### config.mk
export PLATFORM = sky130hd
export DESIGN_NAME = alu
export DESIGN_NICKNAME = d
export VERILOG_FILES = /design/src/rtl/alu_pkg.sv /design/src/rtl/alu_shift.sv /design/src/rtl/alu.sv
export SDC_FILE = /design/constraint.sdc
export NUM_CORES = 1
export LEC_CHECK = 0
export CELL_PAD_IN_SITES_DETAIL_PLACEMENT = 1
export CELL_PAD_IN_SITES_GLOBAL_PLACEMENT = 2
export CORE_ASPECT_RATIO = 0.9
export CORE_MARGIN = 1.5
export CORE_UTILIZATION = 40
export DETAILED_ROUTE_END_ITERATION = 10
export PLACE_DENSITY = 0.95
export SLEW_MARGIN = 30
export SYNTH_ARGS = -nofsm -noshare
export SYNTH_HDL_FRONTEND = slang
export SYNTH_SLANG_ARGS = --single-unit
### constraint.sdc
create_clock -name clk -period 1.2 [get_ports clk]
set_clock_uncertainty 0.1 [all_clocks]
set_input_delay 0.18 -clock clk [delete_from_list [all_inputs] [get_ports clk]]
set_output_delay 0.18 -clock clk [all_outputs]
set_load 0.05 [all_outputs]
### src/rtl/alu_pkg.sv
// Shared definitions for the ALU and the instruction decoder.
//   WORD   : word-slice macro, [15:0]
//   WIDTH  : datapath word width
//   alu_op_e     : opcode constants for the sixteen operations (1xxxx reserved)
//   shift_mode_e : mode select for alu_shift
`ifndef WORD
`define WORD [15:0]
`endif

package alu_pkg;

  localparam int unsigned WIDTH = 16;

  typedef enum logic [4:0] {
    OpAdd   = 5'b00000,
    OpSub   = 5'b00001,
    OpAnd   = 5'b00010,
    OpOr    = 5'b00011,
    OpXor   = 5'b00100,
    OpNot   = 5'b00101,
    OpNeg   = 5'b00110,
    OpShl   = 5'b00111,
    OpShr   = 5'b01000,
    OpSra   = 5'b01001,
    OpSlt   = 5'b01010,
    OpSltu  = 5'b01011,
    OpPassX = 5'b01100,
    OpPassY = 5'b01101,
    OpMul   = 5'b01110,
    OpEq    = 5'b01111
  } alu_op_e;

  typedef enum logic [1:0] {
    ShiftLeft  = 2'b00,
    ShiftRight = 2'b01,
    ShiftArith = 2'b10
  } shift_mode_e;

endpackage

### src/rtl/alu_shift.sv
// Barrel shifter used by the ALU.
//   a_i    : word to shift
//   amt_i  : shift amount (0..15)
//   mode_i : ShiftLeft / ShiftRight (logical) / ShiftArith (sign fill)
//   y_o    : shifted word (zero for the unused mode encoding)
module alu_shift #(
  parameter int unsigned WIDTH = alu_pkg::WIDTH
) (
  input  logic [WIDTH-1:0] a_i,
  input  logic [3:0]       amt_i,
  input  logic [1:0]       mode_i,
  output logic [WIDTH-1:0] y_o
);
  import alu_pkg::*;

  always_comb begin
    y_o = '0;
    case (mode_i)
      ShiftLeft:  y_o = a_i << amt_i;
      ShiftRight: y_o = a_i >> amt_i;
      ShiftArith: y_o = $signed(a_i) >>> amt_i;
      default:    y_o = '0;
    endcase
  end

endmodule

### src/rtl/alu.sv
// Datapath ALU: one of sixteen operations on X and Y, registered into z.
//   z     : registered result, one cycle after the operands
//   ALUop : operation select (alu_op_e); 1xxxx is reserved and yields 0
//   X, Y  : operands; shifts use only Y[3:0]
//   clk   : rising-edge clock
//   reset : asynchronous active-high clear of z
module alu #(
  parameter int unsigned WIDTH = alu_pkg::WIDTH
) (
  output logic [WIDTH-1:0] z,
  input  logic [4:0]       ALUop,
  input  logic [WIDTH-1:0] X,
  input  logic [WIDTH-1:0] Y,
  input  logic             clk,
  input  logic             reset
);
  import alu_pkg::*;

  logic [1:0]       shift_mode;
  logic [WIDTH-1:0] shift_res;
  logic [WIDTH-1:0] result_d;
  logic [WIDTH-1:0] z_q;

  always_comb begin
    shift_mode = ShiftLeft;
    if (ALUop == OpShr) begin
      shift_mode = ShiftRight;
    end else if (ALUop == OpSra) begin
      shift_mode = ShiftArith;
    end
  end

  alu_shift #(
    .WIDTH (WIDTH)
  ) u_shift (
    .a_i    (X),
    .amt_i  (Y[3:0]),
    .mode_i (shift_mode),
    .y_o    (shift_res)
  );

  // Any opcode that matches no item (reserved or unknown) falls to zero.
  always_comb begin
    result_d = '0;
    case (ALUop)
      OpAdd:   result_d = X + Y;
      OpSub:   result_d = X - Y;
      OpAnd:   result_d = X & Y;
      OpOr:    result_d = X | Y;
      OpXor:   result_d = X ^ Y;
      OpNot:   result_d = ~X;
      OpNeg:   result_d = '0 - X;
      OpShl:   result_d = shift_res;
      OpShr:   result_d = shift_res;
      OpSra:   result_d = shift_res;
      OpSlt:   result_d = {{(WIDTH-1){1'b0}}, ($signed(X) < $signed(Y))};
      OpSltu:  result_d = {{(WIDTH-1){1'b0}}, (X < Y)};
      OpPassX: result_d = X;
      OpPassY: result_d = Y;
      OpMul:   result_d = X * Y;
      OpEq:    result_d = {{(WIDTH-1){1'b0}}, (X == Y)};
      default: result_d = '0;
    endcase
  end

  always_ff @(posedge clk or posedge reset) begin
    if (reset) begin
      z_q <= '0;
    end else begin
      z_q <= result_d;
    end
  end

  assign z = z_q;

endmodule

==> results.txt, run 1 <==
----------------------------------------------------
[Status]
  Stopped at ... 5_1_grt
  First Err ... [ERROR GRT-0232] Routing congestion too high. Check the congestion heatmap in the GUI.
  Run status ... stopped before the end

[Global route]
  Antenna violations before repair ... 11
  GRT Overall Usage ... 69.5%
  GR Overflow Total ... 3
  Largest net degree at the start of global routing ... 43

[Place]
  Placed Instances ... 1,796
  Sum of net half-perimeters after detailed placement ... 39,400 um
  Dpl ws ... -4710 ps
  Placer congestion estimate ... 1.05
  IO Port Bufs ... 54

[Logic synthesis]
  Commonest register cell after synthesis ... sky130_fd_sc_hd__dfrtp_1
  Synthesized instance count ... 1,185
  Area share of the largest cell type after synthesis ... 18.5%
  Number of nets produced by synthesis ... 1,406
  Post-Syn Area per Cell ... 7.39 um2
  Largest area contributor in the synthesized netlist ... sky130_fd_sc_hd__fa_1
  Netlist area before placement ... 8760 um2
  Number of synthesized flops with an enable pin ... 0
  Number of warning messages in the yosys log ... 0
  #FFs+latches synth ... 16
  Cells taking the most area after synthesis ... sky130_fd_sc_hd__fa_1 19%, sky130_fd_sc_hd__ha_1 14%, sky130_fd_sc_hd__nor2_1 6.5%, sky130_fd_sc_hd__inv_1 6.4%, sky130_fd_sc_hd__nand2_1 5.4%
  Sequential cell area fraction in the yosys report ... 4.57%
  Synth unique cells ... 83
  Share of async-settable or async-resettable flops after synthesis ... 100%

[CTS]
  Cell chosen for the clock root ... sky130_fd_sc_hd__clkbuf_16
  Clock Path Buffers ... 2
  Inserted Clock Buffers ... 3
  H-tree depth reported by CTS ... 1
  Number of sinks driven by the clock tree ... 16

[Timing]
  Worst-path end type ... register input
  Endpoint with the least setup slack after the last repair ... z[15]$_DFF_PP0_/D

[Die]
  Effective utilization at floorplan ... 40.6%
  Chip Width ... 159 um
  Chip height ... 143 um
  Ports ... 55
  Std-Cell Rows ... 51

----------------------------------------------------
-- synthesized netlist by cell type, types with 6 or more instances --
cell,number
sky130_fd_sc_hd__nor4_1,9
sky130_fd_sc_hd__fa_1,81
sky130_fd_sc_hd__a211oi_1,17
sky130_fd_sc_hd__buf_2,24
sky130_fd_sc_hd__nor2b_1,8
sky130_fd_sc_hd__and3_1,6
sky130_fd_sc_hd__a221oi_1,15
sky130_fd_sc_hd__clkinv_1,8
sky130_fd_sc_hd__nor2_1,151
sky130_fd_sc_hd__nand2b_1,8
sky130_fd_sc_hd__xnor2_1,39
sky130_fd_sc_hd__a21oi_1,58
sky130_fd_sc_hd__nand2_1,125
sky130_fd_sc_hd__dfrtp_1,16
sky130_fd_sc_hd__nor3_1,29
sky130_fd_sc_hd__xor2_1,7
sky130_fd_sc_hd__a31oi_1,13
sky130_fd_sc_hd__o22ai_1,7
sky130_fd_sc_hd__clkbuf_1,42
sky130_fd_sc_hd__a21o_1,9
sky130_fd_sc_hd__mux2i_1,12
sky130_fd_sc_hd__buf_1,6
sky130_fd_sc_hd__a2111oi_0,7
sky130_fd_sc_hd__o31ai_1,7
sky130_fd_sc_hd__o211ai_1,11
sky130_fd_sc_hd__a211o_1,12
sky130_fd_sc_hd__inv_1,149
sky130_fd_sc_hd__nand3_1,23
sky130_fd_sc_hd__o21ai_0,63
sky130_fd_sc_hd__mux4_2,9
sky130_fd_sc_hd__ha_1,101
-- through the flow --
| stage | hold slack (ps) | setup TNS (ps) | instance area [um2] |
|---|---|---|---|
| 2_1_floorplan | -6.26 | -42030 | 9260 |
| 3_3_place_gp | 421 | -57950 | 12400 |
| 3_5_place_dp | 429 | -59060 | 12400 |
| 4_1_cts | 151 | -44480 | 14000 |
-- cells by family after synthesis --
logic type | Yosys count | share of synthesized area, %
DFF | 16 | 4.57
buffers and inverters | 236 | 10.8
AOI/OAI and AO/OA | 282 | 22.0
and+or+nand+nor | 396 | 20.5
adders and majority gates | 182 | 32.9
muxes | 26 | 4.37
xor gates and xnor gates | 47 | 4.86
-- layer usage --
metal / GRT usage [%] / overflow
met3: 47.4 / 0
met4: 67.7 / 0
met5: 25.5 / 0
met1: 71.2 / 0
met2: 90.6 / 3
-- repair_timing --
item,CTS
resized for setup,354
hold buffers,0
buffers inserted,47
gates cloned,3
endpoints found under the setup margin,16
pin swaps,93
==> run 2, diff against run 1 <==
--- a/config.mk
+++ b/config.mk
@@ -5,13 +5,10 @@
 export SDC_FILE = /design/constraint.sdc
 export NUM_CORES = 1
 export LEC_CHECK = 0
-export CELL_PAD_IN_SITES_DETAIL_PLACEMENT = 1
-export CELL_PAD_IN_SITES_GLOBAL_PLACEMENT = 2
-export CORE_ASPECT_RATIO = 0.9
 export CORE_MARGIN = 1.5
 export CORE_UTILIZATION = 40
 export DETAILED_ROUTE_END_ITERATION = 10
-export PLACE_DENSITY = 0.95
+export PLACE_DENSITY_LB_ADDON = 0.15
 export SLEW_MARGIN = 30
 export SYNTH_ARGS = -nofsm -noshare
 export SYNTH_HDL_FRONTEND = slang
==> results.txt, run 2 <==
----------------------------------------------------
[Status]
  Run status ... finished, violations left
  Violated checks ... negative setup slack

[Route]
  Wire length per cell after detailed routing ... 22.7 um
  Avg Vias per Cell ... 5.95
  Remaining antenna violation count ... 0
  Routed WL ... 41,400 um
  Iteration-0 DRC count of the detailed router ... 1,148
  Detailed-router iteration count before antenna repair ... 5
  DRC violation count after routing ... 0
  Total number of vias ... 10,800

[Logic synthesis]
  Synth unique cells ... 83 (unchanged)
  Most used standard cells in the synthesized netlist ... 151 x sky130_fd_sc_hd__nor2_1, 149 x sky130_fd_sc_hd__inv_1, 125 x sky130_fd_sc_hd__nand2_1, 101 x sky130_fd_sc_hd__ha_1, 81 x sky130_fd_sc_hd__fa_1
  Number of warning messages in the yosys log ... 0 (unchanged)
  Sequential cell area fraction in the yosys report ... 4.57% (unchanged)
  Number of synthesized flops with an enable pin ... 0 (unchanged)
  Cells taking the most area after synthesis ... sky130_fd_sc_hd__fa_1 19%, sky130_fd_sc_hd__ha_1 14%, sky130_fd_sc_hd__nor2_1 6.5%, sky130_fd_sc_hd__inv_1 6.4%, sky130_fd_sc_hd__nand2_1 5.4%
  Leading cell type by number of instances after synthesis ... sky130_fd_sc_hd__nor2_1
  Share of async-settable or async-resettable flops after synthesis ... 100% (unchanged)
  Area share of the largest cell type after synthesis ... 18.5% (unchanged)
  Post-Syn Area per Cell ... 7.39 um2 (unchanged)
  Number of nets produced by synthesis ... 1,406 (unchanged)
  Synthesized instance count ... 1,185 (unchanged)
  Largest area contributor in the synthesized netlist ... sky130_fd_sc_hd__fa_1
  #FFs+latches synth ... 16 (unchanged)
  Netlist area before placement ... 8760 um2 (unchanged)
  Commonest register cell after synthesis ... sky130_fd_sc_hd__dfrtp_1

[Timing]
  Final hold viol count ... 0
  Measured slew at the worst slew-check pin ... 824 ps
  Setup TNS Final ... -43,460 ps
  Worst hold slack across all endpoints ... 131 ps
  Number of max-slew violations in the final report ... 0
  Worst Slack Setup Final ... -3580 ps
  Slew margin rel. ... 45.1%
  Post-route clock period utilization ... 398%
  Final number of setup-violating endpoints ... 16
  Highest clock frequency the design can meet ... 209 MHz
  RSZ-0062 raised after global routing ... true
  Minimum clock period ... 4780 ps

[Global route]
  Global-route track usage on met1 ... 48.8%
  Wire length of the first global-routing pass ... 62,000 um
  Via count of the first global-routing pass ... 10,700
  Met3 track utilization from global routing ... 5.51%
  Largest net degree at the start of global routing ... 43
  Antenna violations before repair ... 0
  GR Overflow Total ... 0
  GRT Overall Usage ... 36.6%
  Met2 usage in global routing ... 58.5%
  Most heavily used metal layer in global routing ... met2

[Die]
  Effective utilization at floorplan ... 41.3% (+0.67 points)
  Die area ... 22,800 um2
  Core Region ... 21,200 um2
  Ports ... 55 (unchanged)
  Chip Width ... 151 um (-5.0%)
  Chip height ... 151 um (+5.3%)
  Std-Cell Rows ... 53 (+3.9%)

[Pwr]
  Clock power frac ... 3.1%
  Leakage component of the power ... 6.50 nW
  Pwr Density ... 1800 nW/um2
  Max rail drop VDD ... 2810 uV
  Sequential share of power ... 3.0%
  Combinational cell fraction of total power ... 94.0%
  Internal power contribution ... 0.0134 W
  Net switching power figure ... 0.0120 W
  Switching share of power ... 47.2%

[Setup path]
  Required time of the critical path ... 1250 ps
  Most common cell on crit path ... sky130_fd_sc_hd__fa_1
  Data arrival time of the worst path ... 4830 ps
  Critical path cell sequence ... buf_12, ha_4, fa_1, inv_2, fa_1, inv_1, fa_1, fa_1, fa_1, inv_2, fa_1, inv_2, ha_4, buf_12, nand2_4, nand2_4, nor3_4, xnor2_1, a2111o_1
  Slowest cell on the critical path ... sky130_fd_sc_hd__fa_1
  Worst Setup Path Type ... in -> reg
  Worst path buffer plus inverter count ... 6
  Critical path's top delay family ... adder cells
  CP Capture Type ... register
  Kind of launch point of the worst setup path ... input port
  Crit-path max cell delay ... 550 ps
  Max FO, Critical Path ... 4

[Layout]
  Area growth from synthesis to layout ... 60.4%
  Most common cell after layout, fill and taps aside ... sky130_fd_sc_hd__buf_4
  Most frequent cells in the layout ... 321 x sky130_fd_sc_hd__buf_4, 125 x sky130_fd_sc_hd__nor2_1, 112 x sky130_fd_sc_hd__nand2_1
  Number of nets in the layout ... 1,769
  Antenna diode count ... 0
  Max FFs per register ... 16
  Fraction of final layout cells sized beyond drive strength 1 ... 41.7%

[Worst hold path]
  Worst min-delay path category ... in -> async

[Place]
  Placer congestion estimate ... 0.979 (-6.3%)
  IO Port Bufs ... 54 (unchanged)
  Sum of net half-perimeters after detailed placement ... 32,800 um (-17%)

[CTS]
  Inserted Clock Buffers ... 3 (unchanged)
  Post-CTS Hold Fix Bufs ... 0 (unchanged)
  H-tree depth reported by CTS ... 1 (unchanged)
  Clock Path Buffers ... 2 (unchanged)
  Clock tree from TritonCTS ... done
  Cell chosen for the clock root ... sky130_fd_sc_hd__clkbuf_16
  Clock transition at path regs ... 60 ps
  Number of sinks driven by the clock tree ... 16 (unchanged)

[Run]
  Count of max-cap constraint violations ... 0

----------------------------------------------------
[run 2: cell counts after synthesis]
No cell type changed its count.
[run 2: layout make-up]
type                    instances  area [um2]
fillers                      1785        7170
multi-input cells             933        8550
repair buffers                436        4020
flip-flops and latches         16         400
clock buffers                   4        88.8
well taps                     275         344
inverters                     158         652
[run 2: logic make-up (layout without fill, tap and decap cells)]
| kind of cell | after synthesis | count (layout) | synth area share, % |
|---|---|---|---|
| buffers and inverters | 236 | 598 | 10.8 |
| adder cells (fa/ha/maj) | 182 | 182 | 32.9 |
| AND/OR/NAND/NOR | 396 | 396 | 20.5 |
| multiplexers | 26 | 26 | 4.37 |
| AO/OA/AOI/OAI | 282 | 282 | 22.0 |
| XOR/XNOR | 47 | 47 | 4.86 |
| flip-flops | 16 | 16 | 4.57 |
[run 2: worst min-delay path, delay by kind of cell]
family | cells | cell delay [ps]
buf+inv | 3 | 690
[run 2: metal layers]
metal / vias to the layer above / share of wire (%)
met5: - / 0
met4: 0 / 5.5
met3: 142 / 9.5
met2: 638 / 45
met1: 5264 / 39
li1: 4797 / -
[run 2: what timing repair did]
action | in CTS | in global routing
hold endpoints to repair | 0 | 0
resized for setup | 295 | 102
cloned | 3 | 0
setup endpoints to repair | 16 | 16
pin swaps | 87 | 55
buffers inserted | 29 | 12
[run 2: worst paths after layout]
check                      startpoint              end  slack (ps)  cells past startpoint
worst max-delay path             X[6]  z[13]$_DFF_PP0_       -3580                     19
worst min-delay path            reset   z[7]$_DFF_PP0_         130                      3
max in group asynchronous       reset   z[1]$_DFF_PP0_         660                      3
min in group clk                 Y[5]   z[5]$_DFF_PP0_         410                      6
[run 2: power groups by stage]
stage | registers [W] | logic [W] | clock network (W)
floorplan | 0.00105 | 0.0100 | 0
global placement | 0.000758 | 0.0175 | 0
detailed placement | 0.000757 | 0.0179 | 0
CTS | 0.000750 | 0.0215 | 0.000783
global route | 0.000755 | 0.0252 | 0.000810
finish | 0.000749 | 0.0238 | 0.000781
[run 2: per-stage QoR]
step / power [W] / cell area, um2 / setup slack, ps / cells / util, %
5_1_grt: 0.0268 / 14100 / -3710 / 1822 / 66.2
2_1_floorplan: 0.0111 / 9260 / -3730 / 1185 / -
3_5_place_dp: 0.0186 / 12300 / -4670 / 1777 / 58.2
3_3_place_gp: 0.0183 / 12300 / -4600 / 1777 / 58.2
4_1_cts: 0.0230 / 13600 / -3630 / 1811 / 63.9
6_report: 0.0253 / 14100 / -3580 / 1822 / 66.2
Note: power is estimated with default switching activity, not from simulation.
==> run 3, diff against run 2 <==
--- a/config.mk
+++ b/config.mk
@@ -8,6 +8,7 @@
 export CORE_MARGIN = 1.5
 export CORE_UTILIZATION = 40
 export DETAILED_ROUTE_END_ITERATION = 10
+export HOLD_SLACK_MARGIN = 0.1
 export PLACE_DENSITY_LB_ADDON = 0.15
 export SLEW_MARGIN = 30
 export SYNTH_ARGS = -nofsm -noshare
==> results of run 3 <==
Same layout as run 2: the final DEF is identical, and so are final timing and power.
==> run 4, diff against run 3 <==
--- a/config.mk
+++ b/config.mk
@@ -5,11 +5,10 @@
 export SDC_FILE = /design/constraint.sdc
 export NUM_CORES = 1
 export LEC_CHECK = 0
-export CORE_MARGIN = 1.5
+export ABC_AREA = 1
 export CORE_UTILIZATION = 40
 export DETAILED_ROUTE_END_ITERATION = 10
 export HOLD_SLACK_MARGIN = 0.1
-export PLACE_DENSITY_LB_ADDON = 0.15
 export SLEW_MARGIN = 30
 export SYNTH_ARGS = -nofsm -noshare
 export SYNTH_HDL_FRONTEND = slang
==> results.txt, run 4 <==
----------------------------------------------------
[Layout]
  Most common cell after layout, fill and taps aside ... sky130_fd_sc_hd__buf_4
  Area used by sequential logic in the layout ... 403 um2 (+0.62%)
  Number of nets in the layout ... 2,213 (+25%)
  Multi-input combinational cell area ... 8650 um2 (+1.2%)
  Final Non-Filler Cells ... 2,304 (+26%)
  Filler cell count in the final layout ... 2,008 (+12%)
  Final core occ ... 66.2% (about the same)
  Most frequent cells in the layout ... 372 x sky130_fd_sc_hd__buf_4, 351 x sky130_fd_sc_hd__nand2_1, 265 x sky130_fd_sc_hd__inv_1
  Max FFs per register ... 16 (unchanged)
  Fraction of final layout cells sized beyond drive strength 1 ... 38.2% (-3.5 points)
  Area growth from synthesis to layout ... 59.9%
  Antenna diode count ... 0 (unchanged)

[Timing]
  Final number of setup-violating endpoints ... 17 (+1)
  Number of max-slew violations in the final report ... 0 (unchanged)
  Highest clock frequency the design can meet ... 206 MHz (-1.7%)
  Slew margin rel. ... 55.4% (+10 points)
  RSZ-0062 raised after global routing ... true
  Worst hold slack across all endpoints ... 162 ps (+31.7 ps)
  Final hold viol count ... 0 (unchanged)
  Measured slew at the worst slew-check pin ... 666 ps (-157 ps)
  Minimum clock period ... 4860 ps (+82.4 ps)
  Worst Slack Setup Final ... -3660 ps (-82.4 ps)
  Post-route clock period utilization ... 405% (+6.9 points)

[Setup path]
  Required time of the critical path ... 1310 ps (+60 ps)
  Critical path cell sequence ... buf_12, buf_8, nand2_4, fa_1, fa_1, fa_2, fa_1, inv_1, fa_1, inv_2, fa_1, inv_2, ha_4, nand2_2, nor3_4, nand3_2, nand3_2, nor2_2, nor2_2, nand2_2, o211ai_1, nor2_1, nand2_1
  Worst Setup Path Type ... in -> reg
  Most common cell on crit path ... sky130_fd_sc_hd__fa_1
  Worst path buffer plus inverter count ... 5 (-1)
  Max FO, Critical Path ... 4 (unchanged)
  CP Capture Type ... register
  Crit-path max cell delay ... 570 ps (+20 ps)
  Slowest cell on the critical path ... sky130_fd_sc_hd__fa_1
  Kind of launch point of the worst setup path ... input port
  Data arrival time of the worst path ... 4970 ps (+140 ps)
  Critical path's top delay family ... adder cells

[Pwr]
  Max rail drop VDD ... 2110 uV (-25%)
  Internal power contribution ... 0.0114 W (-15%)
  Leakage component of the power ... 8.02 nW (+23%)
  Clock power frac ... 3.3% (+0.2 points)
  Pwr Total ... 0.0244 W (-3.8%)
  Net switching power figure ... 0.0130 W (+8.8%)
  Pwr Density ... 1610 nW/um2 (-11%)
  Sequential share of power ... 3.1% (about the same)
  Switching share of power ... 53.4% (+6.2 points)
  Combinational cell fraction of total power ... 93.6% (-0.4 points)

[Route]
  Avg Vias per Cell ... 5.42 (-8.9%)
  Routed WL ... 47,200 um (+14%)
  Detailed-router iteration count before antenna repair ... 7 (+2)
  Remaining antenna violation count ... 0 (unchanged)
  Wire length per cell after detailed routing ... 20.5 um (-9.9%)
  DRC violation count after routing ... 0 (unchanged)
  Total number of vias ... 12,500 (+15%)
  Iteration-0 DRC count of the detailed router ... 1,128 (-1.7%)

[CTS]
  Inserted Clock Buffers ... 3 (unchanged)
  Number of sinks driven by the clock tree ... 16 (unchanged)
  H-tree depth reported by CTS ... 1 (unchanged)
  Clock tree from TritonCTS ... done
  Post-CTS Hold Fix Bufs ... 0 (unchanged)
  Clock Path Buffers ... 2 (unchanged)
  Cell chosen for the clock root ... sky130_fd_sc_hd__clkbuf_16
  Clock transition at path regs ... 70 ps (about the same)

[Die]
  Chip height ... 156 um (+3.3%)
  Ports ... 55 (unchanged)
  Effective utilization at floorplan ... 41.4% (+0.10 points)
  Std-Cell Rows ... 55 (+3.8%)
  Die area ... 24,300 um2 (+6.7%)
  Core Region ... 22,900 um2 (+8.0%)
  Chip Width ... 156 um (+3.3%)

[Logic synthesis]
  Share of async-settable or async-resettable flops after synthesis ... 100% (unchanged)
  Number of nets produced by synthesis ... 1,788 (+27%)
  Number of synthesized flops with an enable pin ... 0 (unchanged)
  Number of warning messages in the yosys log ... 0 (unchanged)
  Commonest register cell after synthesis ... sky130_fd_sc_hd__dfrtp_1
  Cells taking the most area after synthesis ... sky130_fd_sc_hd__fa_1 17%, sky130_fd_sc_hd__nand2_1 16%, sky130_fd_sc_hd__ha_1 13%, sky130_fd_sc_hd__inv_1 13%, sky130_fd_sc_hd__nand3_1 5.5%
  #FFs+latches synth ... 16 (unchanged)
  Leading cell type by number of instances after synthesis ... sky130_fd_sc_hd__nand2_1
  Netlist area before placement ... 9480 um2 (+8.3%)
  Synth unique cells ... 52 (-37%)
  Area share of the largest cell type after synthesis ... 17.1% (-1.4 points)
  Largest area contributor in the synthesized netlist ... sky130_fd_sc_hd__fa_1
  Sequential cell area fraction in the yosys report ... 4.22% (-0.35 points)
  Post-Syn Area per Cell ... 6.05 um2 (-18%)
  Most used standard cells in the synthesized netlist ... 412 x sky130_fd_sc_hd__nand2_1, 320 x sky130_fd_sc_hd__inv_1, 105 x sky130_fd_sc_hd__nand3_1, 101 x sky130_fd_sc_hd__ha_1, 100 x sky130_fd_sc_hd__nor2_1
  Synthesized instance count ... 1,567 (+32%)

[Status]
  Violated checks ... negative setup slack
  Run status ... finished, violations left

[Run]
  Count of max-cap constraint violations ... 0 (unchanged)

[Global route]
  Largest net degree at the start of global routing ... 27 (-37%)
  GRT Overall Usage ... 38.7% (+2.2 points)
  GR Overflow Total ... 0 (unchanged)
  Via count of the first global-routing pass ... 12,300 (+15%)
  Antenna violations before repair ... 0 (unchanged)
  Wire length of the first global-routing pass ... 70,300 um (+13%)

[Place]
  Dpl ws ... -4460 ps (+212 ps)
  IO Port Bufs ... 54 (unchanged)
  Placed Instances ... 2,257 (+27%)
  Sum of net half-perimeters after detailed placement ... 38,300 um (+17%)
  Placer congestion estimate ... 1.04 (+6.1%)

[Worst hold path]
  Worst min-delay path category ... in -> async

----------------------------------------------------
[run 4: cell types whose count changed in the layout (fill, tap and decap cells not counted), moves of 38 or more]
| cell | previous run | this run |
|---|---|---|
| sky130_fd_sc_hd__nand2_1 | 112 | 351 |
| sky130_fd_sc_hd__nand3_1 | 20 | 89 |
| sky130_fd_sc_hd__nor2_1 | 125 | 87 |
| sky130_fd_sc_hd__inv_1 | 111 | 265 |
| sky130_fd_sc_hd__nand2_2 | 8 | 52 |
| sky130_fd_sc_hd__buf_4 | 321 | 372 |
[run 4: logic make-up after synthesis]
kind of cell	after synthesis	share of synthesized area [%]
AND/OR/NAND/NOR	693	30.9
AO/OA/AOI/OAI	266	16.3
adder cells (fa/ha/maj)	182	30.4
multiplexers	3	0.317
flip-flops	16	4.22
XOR/XNOR	11	1.02
buffers and inverters	396	16.7
[run 4: final cells by class]
class / count / share of cell area (%)
clock buffers: 4 / 0.586
inverters: 334 / 8.51
multi-input cells: 1155 / 57.1
flip-flops and latches: 16 / 2.66
well taps: 313 / 2.58
repair buffers: 482 / 28.6
[run 4: metal layers]
metal	GRT usage (%)	wire length, um
met5	0	0
met2	62.8	21300
met4	20.2	2910
met3	7.53	4580
met1	48.6	18400
[run 4: worst paths after layout]
kind / start / end / slack (ps) / depth (start not counted)
setup / recovery: X[8] / z[14]$_DFF_PP0_ / -3660 / 23
hold / removal: reset / z[13]$_DFF_PP0_ / 160 / 3
max in group asynchronous: reset / z[15]$_DFF_PP0_ / 590 / 3
min in group clk: X[10] / z[10]$_DFF_PP0_ / 400 / 5
[run 4: stage by stage]
step           instance area [um2]  setup TNS (ps)
2_1_floorplan                 9840          -41540
3_3_place_gp                 13500          -56880
3_5_place_dp                 13500          -57050
4_1_cts                      14600          -44870
5_1_grt                      15200          -45370
6_report                     15200          -43750
[run 4: power groups by stage]
stage | Combinational, W | Clock, W | Sequential (W)
after global routing | 0.0244 | 0.000830 | 0.000761
after detailed placement | 0.0161 | 0 | 0.000765
final | 0.0228 | 0.000813 | 0.000760
after CTS | 0.0191 | 0.000818 | 0.000762
after global placement | 0.0159 | 0 | 0.000772
after floorplan | 0.00983 | 0 | 0.000990
[run 4: what timing repair did]
action                                  CTS  global route
gates resized for setup                 294           181
pin swaps                               121           133
setup buffers                            42            14
endpoints found under the setup margin   18            16
